--- src/rtl/bh1750_i2c_responder_if.sv ---
// bh1750_i2c_responder_if: I2C bus bundle (scl, sda_i from the bus; sda_oe open-drain pull-low enable back to the pad)
interface bh1750_i2c_responder_if;
  logic scl;
  logic sda_i;
  logic sda_oe;
  modport master (output scl, sda_i, input sda_oe);
  modport slave (input scl, sda_i, output sda_oe);
endinterface

--- src/rtl/bh1750_i2c_responder.sv ---
// bh1750_i2c_responder: BH1750 I2C target emulator; I_clk/sys_rst, bus(scl, sda_i in, sda_oe out), lux_data in, opcode/opcode_valid/rd_done/busy out
module bh1750_i2c_responder #(
  parameter logic [6:0] DEV_ADDR = 7'h23
) (
  input  logic                         I_clk,
  input  logic                         sys_rst,
  bh1750_i2c_responder_if.slave        bus,
  input  logic [15:0]                  lux_data,
  output logic [7:0]                   opcode,
  output logic                         opcode_valid,
  output logic                         rd_done,
  output logic                         busy
);
  localparam logic [2:0] IDLE     = 3'd0;
  localparam logic [2:0] ADDR     = 3'd1;
  localparam logic [2:0] ADDR_ACK = 3'd2;
  localparam logic [2:0] WR_DATA  = 3'd3;
  localparam logic [2:0] WR_ACK   = 3'd4;
  localparam logic [2:0] RD_DATA  = 3'd5;
  localparam logic [2:0] RD_ACK   = 3'd6;
  localparam logic [2:0] IGNORE   = 3'd7;
  logic [2:0] scl_s, sda_s, state, bit_cnt;
  logic [6:0] sh, tx;
  logic [15:0] snap;
  logic [7:0] nb;
  logic rd, byte_sel, oe, sda, scl_hi, scl_rise, scl_fall, start, stop;
  always_ff @(posedge I_clk) begin
    scl_s <= {scl_s[1:0], bus.scl};
    sda_s <= {sda_s[1:0], bus.sda_i};
  end
  assign sda = sda_s[1];
  assign scl_hi = scl_s[1] & scl_s[2];
  assign scl_rise = scl_s[1] & ~scl_s[2];
  assign scl_fall = ~scl_s[1] & scl_s[2];
  assign start = scl_hi & sda_s[2] & ~sda_s[1];
  assign stop = scl_hi & ~sda_s[2] & sda_s[1];
  assign nb = byte_sel ? snap[15:8] : snap[7:0];
  assign bus.sda_oe = oe;
  always_ff @(posedge I_clk) begin
    opcode_valid <= 1'b0;
    rd_done <= 1'b0;
    if (sys_rst) begin
      state <= IDLE;
      bit_cnt <= '0;
      oe <= 1'b0;
      opcode <= '0;
      busy <= 1'b0;
    end else if (start) begin
      state <= ADDR;
      bit_cnt <= '0;
      oe <= 1'b0;
      busy <= 1'b0;
    end else if (stop) begin
      state <= IDLE;
      oe <= 1'b0;
      busy <= 1'b0;
    end else begin
      case (state)
        ADDR, WR_DATA: if (scl_rise) begin
          sh <= {sh[5:0], sda};
          bit_cnt <= bit_cnt + 3'd1;
          if (bit_cnt == 3'd7) begin
            if (state == WR_DATA) begin
              opcode <= {sh, sda};
              opcode_valid <= 1'b1;
              state <= WR_ACK;
            end else if (sh == DEV_ADDR) begin
              state <= ADDR_ACK;
              busy <= 1'b1;
              rd <= sda;
              if (sda) snap <= lux_data;
            end else begin
              state <= IGNORE;
            end
          end
        end
        // oe low on entry marks the first fall (start ACK); oe high marks the fall ending the ACK pulse
        ADDR_ACK, WR_ACK: if (scl_fall) begin
          if (!oe) begin
            oe <= 1'b1;
          end else if (state == ADDR_ACK && rd) begin
            oe <= ~snap[15];
            tx <= snap[14:8];
            byte_sel <= 1'b0;
            state <= RD_DATA;
          end else begin
            oe <= 1'b0;
            state <= WR_DATA;
          end
        end
        RD_DATA: if (scl_fall) begin
          bit_cnt <= bit_cnt + 3'd1;
          if (bit_cnt == 3'd7) begin
            oe <= 1'b0;
            state <= RD_ACK;
          end else begin
            oe <= ~tx[6];
            tx <= {tx[5:0], 1'b0};
          end
        end
        RD_ACK: if (scl_rise && sda) begin
          rd_done <= 1'b1;
          state <= IGNORE;
        end else if (scl_fall) begin
          oe <= ~nb[7];
          tx <= nb[6:0];
          byte_sel <= ~byte_sel;
          state <= RD_DATA;
        end
        default: oe <= 1'b0;
      endcase
    end
  end
endmodule

--- src/flat_wrapper.sv ---
// flat-port wrapper written by rule: the top's interface ports become plain ports
module bh1750_i2c_responder_flat 
#(
  parameter logic [6:0] DEV_ADDR = 7'h23
)
  (I_clk, sys_rst, lux_data, opcode, opcode_valid, rd_done, busy, bus_scl, bus_sda_i, bus_sda_oe);
  bh1750_i2c_responder_if bus_i ();
  input  logic I_clk;
  input  logic sys_rst;
  input  logic [15:0] lux_data;
  output logic [7:0] opcode;
  output logic opcode_valid;
  output logic rd_done;
  output logic busy;
  input wire logic [$bits(bus_i.scl)-1:0] bus_scl;
  input wire logic [$bits(bus_i.sda_i)-1:0] bus_sda_i;
  output wire logic [$bits(bus_i.sda_oe)-1:0] bus_sda_oe;
  assign bus_i.scl = bus_scl;
  assign bus_i.sda_i = bus_sda_i;
  assign bus_sda_oe = bus_i.sda_oe;
  bh1750_i2c_responder #(.DEV_ADDR(DEV_ADDR)) u_core (.I_clk(I_clk), .sys_rst(sys_rst), .bus(bus_i), .lux_data(lux_data), .opcode(opcode), .opcode_valid(opcode_valid), .rd_done(rd_done), .busy(busy));
endmodule
--- config.mk ---
export PLATFORM = sky130hd
export DESIGN_NAME = bh1750_i2c_responder_flat
export DESIGN_NICKNAME = d
export VERILOG_FILES = /design/src/rtl/bh1750_i2c_responder_if.sv /design/src/rtl/bh1750_i2c_responder.sv /design/src/flat_wrapper.sv
export SDC_FILE = /design/constraint.sdc
export NUM_CORES = 1
export LEC_CHECK = 0
export BUFFER_PORTS_ARGS = -buffer_cell sky130_fd_sc_hd__buf_2
export CAP_MARGIN = 20
export CORE_ASPECT_RATIO = 0.8
export CORE_MARGIN = 3
export CORE_UTILIZATION = 47
export DETAILED_ROUTE_END_ITERATION = 10
export MAX_ROUTING_LAYER = met4
export PLACE_DENSITY = 0.65
export RECOVER_POWER = 25
export SLEW_MARGIN = 15
export SYNTH_ARGS = -nofsm -noshare
export SYNTH_HDL_FRONTEND = slang
export SYNTH_SLANG_ARGS = --single-unit
--- constraint.sdc ---
create_clock -name I_clk -period 3.5 [get_ports I_clk]
set_input_delay 0.175 -clock I_clk [delete_from_list [all_inputs] [get_ports I_clk]]
set_output_delay 0.175 -clock I_clk [all_outputs]
set_load 0.02 [all_outputs]
Word level (Yosys, flattened, before mapping) --
Index checks and enable logic that the tools add are counted.
Word-level totals: bits of input ports 20, flip-flop bits (word level) 56
Operators by class: bitwise logic cells 23, equality and inequality tests 26, muxes and demuxes 42, reductions and logical operators 24, $add $sub $neg 1
Operator list (count):
- two-way mux 7 bit | 7
- two-way mux 3 bit | 13
- inequality test 4 x 1 -> 1 bit, second input constant | 6
- AND reduction 8 bit | 3
- case mux 7 bit (3 select lines) | 1
- AND reduction 9 bit | 2
- two-way mux 1 bit | 16
- inequality test 2 x 1 -> 1 bit, second input constant | 8
- inverter 1 bit | 16
- AND reduction 5 bit | 3
- == test 3 bit, second input constant | 4
- case mux 3 bit (4 select lines) | 1
- AND reduction 11 bit | 1
- two-way mux 8 bit | 1
- AND 1 bit | 7
- == test 7 x 6 -> 1 bit, second input constant | 1
- == test 3 x 2 -> 1 bit, second input constant | 2
- case mux 3 bit (2 select lines) | 1
- AND reduction 6 bit | 1
- nonzero test 6 bit | 1
- OR reduction 2 bit | 3
- OR reduction 6 bit | 1
- inequality test 5 x 1 -> 1 bit, second input constant | 1
- inequality test 2 bit, second input constant | 2
- other kinds (12) | 14

Longest topological paths before layout --
Gate-level depths: netlist of the first run.
depth after elaboration 8, gate-level depth with buffers 7, mapped depth without buffers 6

Worst setup path before layout of the first run --
OpenSTA, ideal clock, no wires.
kind register to register, start reg u_core.sh[3], end reg u_core.snap[0] (enable), cell stages (with the launch flop) 5, arrival time 2307 ps, library setup time 413 ps, path slack 781 ps, cell sequence edfxtp_1 > nor4b_1 > nand4b_1 > nor3_1 > nor3b_1
On the way: cells in the longest elaborated chain, start to end 2
Ends and longest elaborated chain:
- from (decl) | RTL line bh1750_i2c_responder.sv:23 | logic [6:0] sh, tx;
- from (signal assigned) | RTL line bh1750_i2c_responder.sv:60 | sh <= {sh[5:0], sda};
- == test 7 x 6 -> 1 bit | RTL line bh1750_i2c_responder.sv:67 | end else if (sh == DEV_ADDR) begin
- AND reduction 9 bit (no source line)
- to (signal assigned) | RTL line bh1750_i2c_responder.sv:71 | if (sda) snap <= lux_data;
- to (decl) | RTL line bh1750_i2c_responder.sv:24 | logic [15:0] snap;
No other way between the ends. A chain may end at the register's enable or synchronous reset.

Worst setup path in the final report of the first run --
start reg u_core.sda_s[1], end reg u_core.tx[0] (enable)
On the way: cells in the longest elaborated chain, start to end 4
Ends and longest elaborated chain:
- from (decl) | RTL line bh1750_i2c_responder.sv:22 | logic [2:0] scl_s, sda_s, state, bit_cnt;
- from (signal assigned) | RTL line bh1750_i2c_responder.sv:29 | sda_s <= {sda_s[1:0], bus.sda_i};
- inverter 1 bit | RTL line bh1750_i2c_responder.sv:35 | assign start = scl_hi & sda_s[2] & ~sda_s[1];
- AND 1 bit | RTL line bh1750_i2c_responder.sv:35
- inverter 1 bit (no source line)
- AND reduction 11 bit (no source line) (*)
- to (signal assigned) | RTL line bh1750_i2c_responder.sv:83 | tx <= snap[14:8];
- to (signal assigned) | RTL line bh1750_i2c_responder.sv:98 | tx <= {tx[5:0], 1'b0};
- to (signal assigned) | RTL line bh1750_i2c_responder.sv:106 | tx <= nb[6:0];
- to (decl) | RTL line bh1750_i2c_responder.sv:23
Every way passes the cells marked *; elsewhere a longest branch is shown, timed or not.

==> results of run 1 <==
==> registers in the layout, indices dropped and copies added, names as in the netlist, 3 cells and up <==
signal          count
u_core.opcode       8
u_core.bit_cnt      3
u_core.scl_s        3
u_core.sda_s        3
u_core.sh           7
u_core.tx           7
u_core.state        3
u_core.snap        16
==> final cells by class <==
cell class / count / area, um^2 / area share
Timing Repair Buffer: 34 / 182.7 / 0.06986
Sequential cell: 56 / 1441 / 0.5512
Inverter: 3 / 11.26 / 0.004306
Clock inverter: 1 / 3.754 / 0.001435
Multi-Input combinational cell: 116 / 824.5 / 0.3153
Tap cell: 60 / 75.07 / 0.02871
Clock buffer: 7 / 76.32 / 0.02919
==> metal layers <==
metal | up-vias | routed length (um) | GRT usage
li1 | 742 | - | -
met1 | 760 | 2115 | 0.2186
met2 | 50 | 2088 | 0.2441
met3 | 8 | 267 | 0.04779
met4 | 0 | 47 | 0.05272
met5 | - | 0 | -
==> cells by family after synthesis <==
family	Yosys count
compound gates	37
simple gates	63
mux	11
fa+ha+maj	2
buf+inv	11
flops	56
xor+xnor	3
==> cell usage after synthesis (3+ instances only) <==
library cell	number	area share
edfxtp_1	32	0.41
dfxtp_1	24	0.21
nor2_1	20	0.032
mux2i_1	9	0.039
a21oi_1	8	0.017
a21o_1	6	0.019
a22o_1	6	0.022
nand2_1	6	0.0096
buf_6	4	0.019
nor3_1	4	0.0086
o21ai_0	4	0.0086
inv_1	3	0.0048
nand3_1	3	0.0064
nand4_1	3	0.0080
nor3b_1	3	0.0096
==> report_power, final <==
group / internal [mW] / switching (mW)
Clock: 0.140 / 0.186
Combinational: 0.0175 / 0.0170
Sequential: 0.697 / 0.00789
Total: 0.854 / 0.211
==> worst register-to-register path, stage by stage, from the launching register on <==
cell and delay [ns]:
dfxtp_1 0.44, xnor2_1 0.14, nor2_1 0.07, or2_1 0.30, or3_4 0.42, a21oi_1 0.57
==> final timing paths <==
kind              depth (start not counted)  slack [ns]                     from                        end
hold / removal                            1        0.04             lux_data[14]  u_core.snap[14]$_DFFE_PP_
setup reg to reg                          5        1.18  u_core.sda_s[1]$_DFF_P_     u_core.tx[0]$_DFFE_PP_
setup / recovery                          5        1.18  u_core.sda_s[1]$_DFF_P_     u_core.tx[0]$_DFFE_PP_
hold reg to reg                           0        0.34  u_core.scl_s[0]$_DFF_P_    u_core.scl_s[1]$_DFF_P_
==> repair_timing <==
item | 4_1_cts | 5_1_grt
endpoints found under the hold margin | 2 | 0
buffers inserted | 0 | 0
hold buffers | 2 | 0
==> per-stage QoR <==
stage / instances / hold WS [ns]
after floorplan: 183 / 0.2027
after global placement: 267 / 0.2793
after detailed placement: 267 / 0.2816
after CTS: 277 / 0.03840
after global routing: 277 / 0.03090
final: 277 / 0.04487
==> impl_metrics.py, run 1 <==
metrics = {
    "place": {
        "place_area_um2": 2515,
        "io_buffers": 31,
        "place_ws_ns": 1.164,
        "hpwl_um": 3230,
        "place_congestion": 0.9159,
    },
    "setup_path": {
        "cpLargestDelayFamily": "simple AND/OR/NAND/NOR gates",
        "path_buf_inv": 0,
        "crit_type": "reg2reg",
        "critPathArrivalTime_ns": 2.25,
        "cp.required_ns": 3.43,
        "cpPeakStageDelay_ns": 0.57,
        "cp_slowest_cell": "a21oi_1",
        "worstPathCellList": "xnor2_1 -> nor2_1 -> or2_1 -> or3_4 -> a21oi_1",
        "cp_max_fo": 7,
        "critPathCaptureType": "flop",
        "critPathLaunchType": "flop",
    },
    "synthesis": {
        "synth.distinct_cells": 56,
        "synth_top_family_by_area": "simple AND/OR/NAND/NOR gates",
        "ys_seq_area_frac": 0.6167,
        "syn_area_per_cell_um2": 12.77,
        "synth_compound_area_frac": 0.1204,
        "synth_edf_count": 32,
        "synthMuxAreaShare": 0.04979,
        "synth_nets": 205,
        "synth_xor_area_frac": 0.01124,
        "synth_ff_type": "edfxtp_1",
        "async_flop_share": 0,
        "synthCells": 183,
        "synth-simple-area-share": 0.1585,
        "ys_ff_latch": 56,
        "synth_fa_ha_area_frac": 0.01071,
        "ys_warn_count": 0,
        "syn_area_um2": 2337,
    },
    "global_route": {
        "grt_usage": 0.1645,
        "grt_max_degree": 19,
        "globalRouteOverflowTotal": 0,
        "grt_pass1_vias": 1548,
        "antenna_found_initial": 0,
        "grt_pass1_wl_um": 7403,
    },
    "drt": {
        "viasPerCell": 5.632,
        "dr.pass1.iters": 5,
        "drt-initial-drc-count": 81,
        "wire_per_inst_um": 16.31,
        "route.antenna.remaining_nets": 0,
        "drc": 0,
        "vias": 1560,
        "wirelength_um": 4519,
    },
    "sta": {
        "skew_ns": 0.01022,
        "setup-tns-final_ns": 0,
        "maxSlewHeadroom": 0.5242,
        "setup_slack_ns": 1.181,
        "final.period_utilization": 0.6626,
        "finalSetupViolations": 0,
        "fmax_ghz": 0.4312,
        "min_period_ns": 2.319,
        "grt_setup_unrepaired": "false",
        "worst_pin_slew_ns": 0.7138,
        "slew_violations": 0,
        "hold_violations": 0,
    },
    "pwr": {
        "power_density_nw_per_um2": 407.3,
        "peakVddDrop_uv": 167.4,
        "power_mw": 1.065,
        "cellLeakagePower_nw": 1.060,
    },
    "job": {
        "cap_violations": 0,
    },
    "cts": {
        "root_buffer": "clkbuf_8",
        "clk_latency_ns": 0.30,
        "clk_pin_slew_ns": 0.09,
        "clockBufferDepth": 2,
        "post_cts_resized": 0,
        "cts_tree": "built",
        "cts.sink_count": 56,
        "numCtsBuffers": 5,
        "h-tree-depth": 2,
    },
    "floorplanning": {
        "fp.dieW_um": 84.84,
        "fp.dieArea_um2": 5860,
        "chipHeight_um": 69.08,
        "core_um2": 4679,
        "num_io_pins": 32,
        "std_cell_rows": 22,
        "initial_utilization": 0.4995,
    },
    "cells_and_area": {
        "final_core_util": 0.5588,
        "drive_gt1_frac": 0.2442,
        "area_growth_syn_to_layout_pct": 11.88,
        "nets": 238,
        "antenna_cells": 0,
        "final_cell_area_um2": 2615,
        "fillers": 416,
        "layout_common_cells": "32 x edfxtp_1, 31 x buf_2, 24 x dfxtp_1",
        "layout_commonest_cell": "edfxtp_1",
    },
    "run_status": {
        "outcome": "completed",
    },
    "min_path": {
        "hold_class": "in2reg",
    },
}
(Power assumes the default switching activity.)
==> run 2: changes to the inputs <==
--- a/config.mk
+++ b/config.mk
@@ -5,6 +5,7 @@
 export SDC_FILE = /design/constraint.sdc
 export NUM_CORES = 1
 export LEC_CHECK = 0
+export ABC_AREA = 1
 export BUFFER_PORTS_ARGS = -buffer_cell sky130_fd_sc_hd__buf_2
 export CAP_MARGIN = 20
 export CORE_ASPECT_RATIO = 0.8
@@ -12,7 +13,7 @@
 export CORE_UTILIZATION = 47
 export DETAILED_ROUTE_END_ITERATION = 10
 export MAX_ROUTING_LAYER = met4
-export PLACE_DENSITY = 0.65
+export PLACE_DENSITY = 0.68
 export RECOVER_POWER = 25
 export SLEW_MARGIN = 15
 export SYNTH_ARGS = -nofsm -noshare
==> constraint.sdc (replaced) <==
create_clock -name I_clk -period 2.1 [get_ports I_clk]
set_input_delay 0.105 -clock I_clk [delete_from_list [all_inputs] [get_ports I_clk]]
set_output_delay 0.105 -clock I_clk [all_outputs]
set_load 0.02 [all_outputs]
==> run 2 against run 1 <==
Against the previous run:
- final cell count increased by 30%
- first-iteration DRC count increased by 98%
- area after synthesis decreased by 1.2%
- via count increased by 14%
- sequential share of layout area decreased by 4.8 points
- flip-flop and latch count unchanged
- worst hold slack improved by 0.089 ns
- global-route usage increased by 2.4 points
- routed wire length increased by 8.2%
- design area increased by 9.6%
- non-clock buffer count increased by 20
- die area decreased by 1.1%
- highest routed layer unchanged
==> impl_metrics.py, run 2 <==
metrics = {
    "run_status": {
        "outcome": "completed",
    },
    "synthesis": {
        "synth_nets": 262,
        "synth_xor_area_frac": 0,
        "ys_seq_area_frac": 0.6241,
        "synth_top_family_by_area": "simple AND/OR/NAND/NOR gates",
        "synth_edf_count": 32,
        "synth_fa_ha_area_frac": 0.01083,
        "synth_ff_type": "edfxtp_1",
        "synthMuxAreaShare": 0.004334,
        "yosys-top-cells-count": "45 x nor2_1, 39 x nand2_1, 32 x edfxtp_1",
        "synth-simple-area-share": 0.2486,
        "ys_ff_latch": 56,
        "yosysTopAreaCell": "edfxtp_1",
        "yosysMostFrequentCell": "nor2_1",
        "synth_area_leaders": "edfxtp_1 42%, dfxtp_1 21%, nor2_1 7.3%",
        "synth_compound_area_frac": 0.05525,
        "yosys.area.top_type_share": 0.4160,
        "async_flop_share": 0,
        "ys_warn_count": 0,
        "syn_area_um2": 2310,
        "synthCells": 240,
        "syn_area_per_cell_um2": 9.624,
        "synth.distinct_cells": 28,
    },
    "cts": {
        "clk_latency_ns": 0.32,
        "cts.sink_count": 56,
        "post_cts_buffers": 0,
        "h-tree-depth": 2,
        "clk_pin_slew_ns": 0.10,
        "numCtsBuffers": 5,
        "cts_tree": "built",
        "root_buffer": "clkbuf_8",
        "clockBufferDepth": 2,
    },
    "job": {
        "cap_violations": 0,
    },
    "setup_path": {
        "path_depth": 7,
        "worstPathCellList": "nor3_1 -> nor2_2 -> inv_1 -> nor2_1 -> inv_1 -> nor3_2 -> buf_12",
        "cp_slowest_cell": "dfxtp_1",
        "cp.required_ns": 2.13,
        "crit_top_cell": "inv_1",
        "crit_type": "reg2reg",
        "path_buf_inv": 3,
        "cp_max_fo": 16,
        "cpPeakStageDelay_ns": 0.47,
        "critPathCaptureType": "flop",
        "cpLargestDelayFamily": "simple AND/OR/NAND/NOR gates",
        "reg2reg_depth": 7,
        "critPathArrivalTime_ns": 1.99,
        "critPathLaunchType": "flop",
    },
    "floorplanning": {
        "initial_utilization": 0.4965,
        "fp.dieArea_um2": 5797,
        "core_um2": 4652,
        "num_io_pins": 32,
        "fp.dieW_um": 84.38,
        "std_cell_rows": 22,
        "chipHeight_um": 68.70,
    },
    "cells_and_area": {
        "nets": 320,
        "reg.largest.list": "u_core.snap x16, u_core.opcode x8",
        "antenna_cells": 0,
        "largest_register": "u_core.snap",
        "largest_reg_flops": 16,
        "final_cell_area_um2": 2865,
        "drive_gt1_frac": 0.1973,
        "layout_common_cells": "44 x nor2_1, 39 x nand2_1, 32 x edfxtp_1",
        "area_growth_syn_to_layout_pct": 24.05,
        "layout_commonest_cell": "nor2_1",
    },
    "global_route": {
        "grt_usage": 0.1886,
        "antenna_found_initial": 0,
        "grt_pass1_wl_um": 8024,
        "globalRouteOverflowTotal": 0,
        "grt_max_degree": 18,
        "grt_pass1_vias": 1645,
    },
    "sta": {
        "slew_violations": 0,
        "grt_setup_unrepaired": "false",
        "maxSlewHeadroom": 0.7318,
        "fmax_ghz": 0.5122,
        "setup-tns-final_ns": 0,
        "skew_ns": 0.008983,
        "finalSetupViolations": 0,
        "min_period_ns": 1.952,
        "hold_violations": 0,
        "worst_pin_slew_ns": 0.3993,
        "hold_ws_ns": 0.1339,
        "final.period_utilization": 0.9297,
    },
    "drt": {
        "drc": 0,
        "viasPerCell": 4.947,
        "wl_met2_um": 1972,
        "vias": 1776,
        "met3_length_um": 339,
        "wire_per_inst_um": 13.62,
        "drt-initial-drc-count": 160,
        "wirelength_um": 4889,
        "wl_met1_um": 2482,
        "top_layer": "met4",
        "dr.pass1.iters": 5,
        "route.antenna.remaining_nets": 0,
    },
    "place": {
        "place_area_um2": 2571,
        "hpwl_um": 3464,
        "place_congestion": 0.9152,
        "io_buffers": 31,
    },
    "min_path": {
        "holdPathStages": 3,
        "hold_class": "in2reg",
    },
    "pwr": {
        "peakVddDrop_uv": 617.9,
        "cellLeakagePower_nw": 1.200,
        "power_density_nw_per_um2": 838.7,
    },
}
run 2: cell count changes in the layout (fill, tap and decap cells not counted), sizes merged, moves of 10 or more:
cell | before | now
dlygate4sd3 | 2 | 18
o21ai | 6 | 16
nand2 | 7 | 42
nand3 | 3 | 22
nor2 | 21 | 47
inv | 3 | 26
run 2: cells by family after synthesis:
family,after synthesis
flip-flops,56
AO/OA/AOI/OAI,24
AND/OR/NAND/NOR,127
adder cells (fa/ha/maj),2
multiplexers,1
buffers and inverters,30
run 2: path summary, 6_finish.rpt:
kind / start / endpoint / slack [ns]
worst max-delay path: u_core.sda_s[1]$_DFF_P_ / u_core.snap[14]$_DFFE_PP_ / 0.15
worst min-delay path: sys_rst / u_core.opcode_valid$_SDFF_PP0_ / 0.13
worst max register to register: u_core.sda_s[1]$_DFF_P_ / u_core.snap[14]$_DFFE_PP_ / 0.15
worst min register to register: u_core.scl_s[0]$_DFF_P_ / u_core.scl_s[1]$_DFF_P_ / 0.34
run 2: repair_timing:
item | 4_1_cts | 5_1_grt
endpoints found under the setup margin | 0 | 16
hold buffers | 18 | 0
gates resized for setup | 0 | 1
hold endpoints to repair | 18 | 0
run 2: report_power, final:
part           internal, mW  switching (mW)  leakage, nW  total, mW
Combinational         0.153           0.251        0.658      0.404
Sequential             1.22          0.0608        0.486       1.28
Clock                 0.361           0.359       0.0558      0.720
run 2: through the flow:
step                      power, mW  utilization  setup WS, ns  cells
after detailed placement      1.671       0.5527        0.1308    333
after CTS                     2.403       0.6154        0.1079    359
after global routing          2.513       0.6159      0.002013    359
after floorplan               1.581            -       0.04040    240
final                         2.403       0.6159        0.1476    359
after global placement        1.674       0.5527        0.2054    333
run 2: layer usage:
layer | global-route usage | up-vias
li1 | - | 915
met1 | 0.2670 | 776
met2 | 0.2559 | 73
met3 | 0.04988 | 12
met4 | 0.07905 | 0
met5 | - | -
run 2: layout make-up:
cell class | count | area [um^2]
fill | 381 | 1787
clock buffer | 6 | 72.57
timing repair buffer | 54 | 385.4
tap | 60 | 75.07
multi-input combinational | 154 | 744.5
sequential | 56 | 1441
clock inverter | 2 | 38.79
inverter | 27 | 107.6
run 2: worst reg2reg max path, stage by stage, from the launching register on:
cell and delay (ns):
dfxtp_1 0.47, nor3_1 0.14, nor2_2 0.21, inv_1 0.08, nor2_1 0.22, inv_1 0.16, nor3_2 0.20, buf_12 0.19
==> run 3: changes to the inputs <==
--- a/config.mk
+++ b/config.mk
@@ -6,15 +6,16 @@
 export NUM_CORES = 1
 export LEC_CHECK = 0
 export ABC_AREA = 1
-export BUFFER_PORTS_ARGS = -buffer_cell sky130_fd_sc_hd__buf_2
 export CAP_MARGIN = 20
 export CORE_ASPECT_RATIO = 0.8
 export CORE_MARGIN = 3
 export CORE_UTILIZATION = 47
 export DETAILED_ROUTE_END_ITERATION = 10
+export DONT_BUFFER_PORTS = 1
 export MAX_ROUTING_LAYER = met4
-export PLACE_DENSITY = 0.68
+export PLACE_DENSITY = 0.62
 export RECOVER_POWER = 25
+export REMOVE_ABC_BUFFERS = 1
 export SLEW_MARGIN = 15
 export SYNTH_ARGS = -nofsm -noshare
 export SYNTH_HDL_FRONTEND = slang
==> run 3 against run 2 <==
Against the previous run:
- total power is 6.6% lower
- register-to-register slack better by 0.05 ns
- via count is 5.1% lower
- global-route usage is 1.8 points lower
- critical path type unchanged
==> impl_metrics.py, run 3 (synthesis results as in run 2) <==
metrics = {
    "cts": {
        "clk_latency_ns": 0.31,
        "cts.sink_count": 56,
        "root_buffer": "clkbuf_8",
        "h-tree-depth": 2,
        "numCtsBuffers": 5,
        "clk_pin_slew_ns": 0.10,
        "clockBufferDepth": 2,
        "cts_tree": "built",
    },
    "setup_path": {
        "rrSetupSlack_ns": 0.20,
        "cpLargestDelayFamily": "simple AND/OR/NAND/NOR gates",
        "cp_slowest_cell": "dfxtp_1",
        "path_buf_inv": 4,
        "cpPeakStageDelay_ns": 0.35,
        "cp_max_fo": 16,
        "critPathCaptureType": "flop",
        "crit_top_cell": "inv_1",
        "cp-startpoint": "u_core.scl_s[2]$_DFF_P_",
        "crit_type": "reg2reg",
        "reg2reg_from": "u_core.scl_s[2]$_DFF_P_",
        "critPathLaunchType": "flop",
        "cp.required_ns": 2.13,
        "worstPathCellList": "nand4_1 -> inv_1 -> nor2_1 -> inv_1 -> nor2_2 -> inv_1 -> nor3_2 -> buf_12",
        "critPathArrivalTime_ns": 1.93,
    },
    "run_status": {
        "outcome": "completed",
    },
    "sta": {
        "min_period_ns": 1.898,
        "setup-tns-final_ns": 0,
        "grt_setup_unrepaired": "false",
        "skew_ns": 0.008190,
        "finalSetupViolations": 0,
        "fmax_ghz": 0.5269,
        "slew_violations": 0,
        "maxSlewHeadroom": 0.7519,
        "hold_violations": 0,
        "final.period_utilization": 0.9037,
        "worst_pin_slew_ns": 0.3692,
    },
    "cells_and_area": {
        "reg.largest.list": "u_core.snap x16, u_core.opcode x8",
        "largest_reg_flops": 16,
        "fillers": 398,
        "area_growth_syn_to_layout_pct": 16.52,
        "layout_commonest_cell": "nor2_1",
        "largest_register": "u_core.snap",
        "drive_gt1_frac": 0.1004,
        "nets": 290,
        "antenna_cells": 0,
        "layout_common_cells": "44 x nor2_1, 39 x nand2_1, 32 x edfxtp_1",
    },
    "drt": {
        "viasPerCell": 5.125,
        "route.antenna.remaining_nets": 0,
        "wire_per_inst_um": 13.46,
        "wirelength_um": 4427,
        "vias": 1686,
        "drc": 0,
        "dr.pass1.iters": 4,
        "drt-initial-drc-count": 178,
    },
    "floorplanning": {
        "initial_utilization": 0.4965,
        "fp.dieArea_um2": 5797,
        "num_io_pins": 32,
        "std_cell_rows": 22,
        "fp.dieW_um": 84.38,
        "core_um2": 4652,
        "chipHeight_um": 68.70,
    },
    "global_route": {
        "grt_pass1_wl_um": 7251,
        "grt_usage": 0.1709,
        "grt_pass1_vias": 1534,
        "grt_max_degree": 18,
        "globalRouteOverflowTotal": 0,
        "antenna_found_initial": 0,
    },
    "pwr": {
        "cellLeakagePower_nw": 1.049,
        "power_mw": 2.244,
        "peakVddDrop_uv": 463.3,
        "power_density_nw_per_um2": 833.7,
    },
    "job": {
        "cap_violations": 0,
    },
    "min_path": {
        "hold_class": "in2reg",
        "worstHoldStart": "sys_rst",
    },
    "place": {
        "place_congestion": 0.9115,
        "io_buffers": 0,
        "hpwl_um": 3131,
    },
}
-- run 3: cell types whose count changed in the layout (fill, tap and decap cells not counted) --
cell / change
clkinv_1: +1
buf_2: -31
dlygate4sd3_1: +1
bufinv_16: -1
clkinv_2: +1
buf_4: -1
-- run 3: final timing paths --
kind | depth (start not counted) | endpoint
max | 8 | u_core.snap[8]$_DFFE_PP_
max reg2reg | 8 | u_core.snap[8]$_DFFE_PP_
min reg2reg | 0 | u_core.sda_s[1]$_DFF_P_
min | 3 | u_core.state[0]$_SDFFE_PP0P_
-- run 3: power by group --
group | internal (mW) | total [mW] | switching [mW]
Clock | 0.234 | 0.581 | 0.348
Combinational | 0.142 | 0.385 | 0.243
Sequential | 1.22 | 1.28 | 0.0598
Total | 1.59 | 2.24 | 0.650
-- run 3: timing repair --
item	in CTS	in global routing
setup endpoints to repair	0	16
gates resized for setup	0	1
buffers inserted	0	0
endpoints found under the hold margin	24	0
hold buffers	19	0
-- run 3: per-stage QoR --
stage                     std cells  worst slack [ns]  utilization  instance area (um^2)  hold WS [ns]
final                           329            0.2022       0.5785                  2691       0.08405
after global routing            329           0.05711       0.5785                  2691        0.1026
after CTS                       329            0.1890       0.5788                  2693       0.07679
after detailed placement        302            0.2065       0.5194                  2416        0.1328
after global placement          302            0.2077       0.5194                  2416        0.1328
after floorplan                 237           -0.4508            -                  2286        0.1327
-- run 3: final cells by class --
type / instances / area (um^2) / share of cell area
multi-input cells: 154 / 744.5 / 0.2766
flip-flops and latches: 56 / 1441 / 0.5356
clock buffers: 5 / 68.82 / 0.02557
well taps: 60 / 75.07 / 0.02789
repair buffers: 24 / 236.5 / 0.08787
inverters: 27 / 107.6 / 0.03998
clock inverters: 3 / 17.52 / 0.006509
-- run 3: worst reg2reg max path, stage by stage, from the launching register on --
cell     delay (ns)
dfxtp_1        0.35
nand4_1        0.14
inv_1          0.07
nor2_1         0.22
inv_1          0.12
nor2_2         0.19
inv_1          0.14
nor3_2         0.20
buf_12         0.19
-- run 3: per-layer routing --
metal	wire, um	vias to the layer above	global-route usage
met2	1836	55	0.2323
li1	-	857	-
met5	0	-	-
met4	77	0	0.07905
met1	2172	765	0.2295
met3	341	9	0.06057
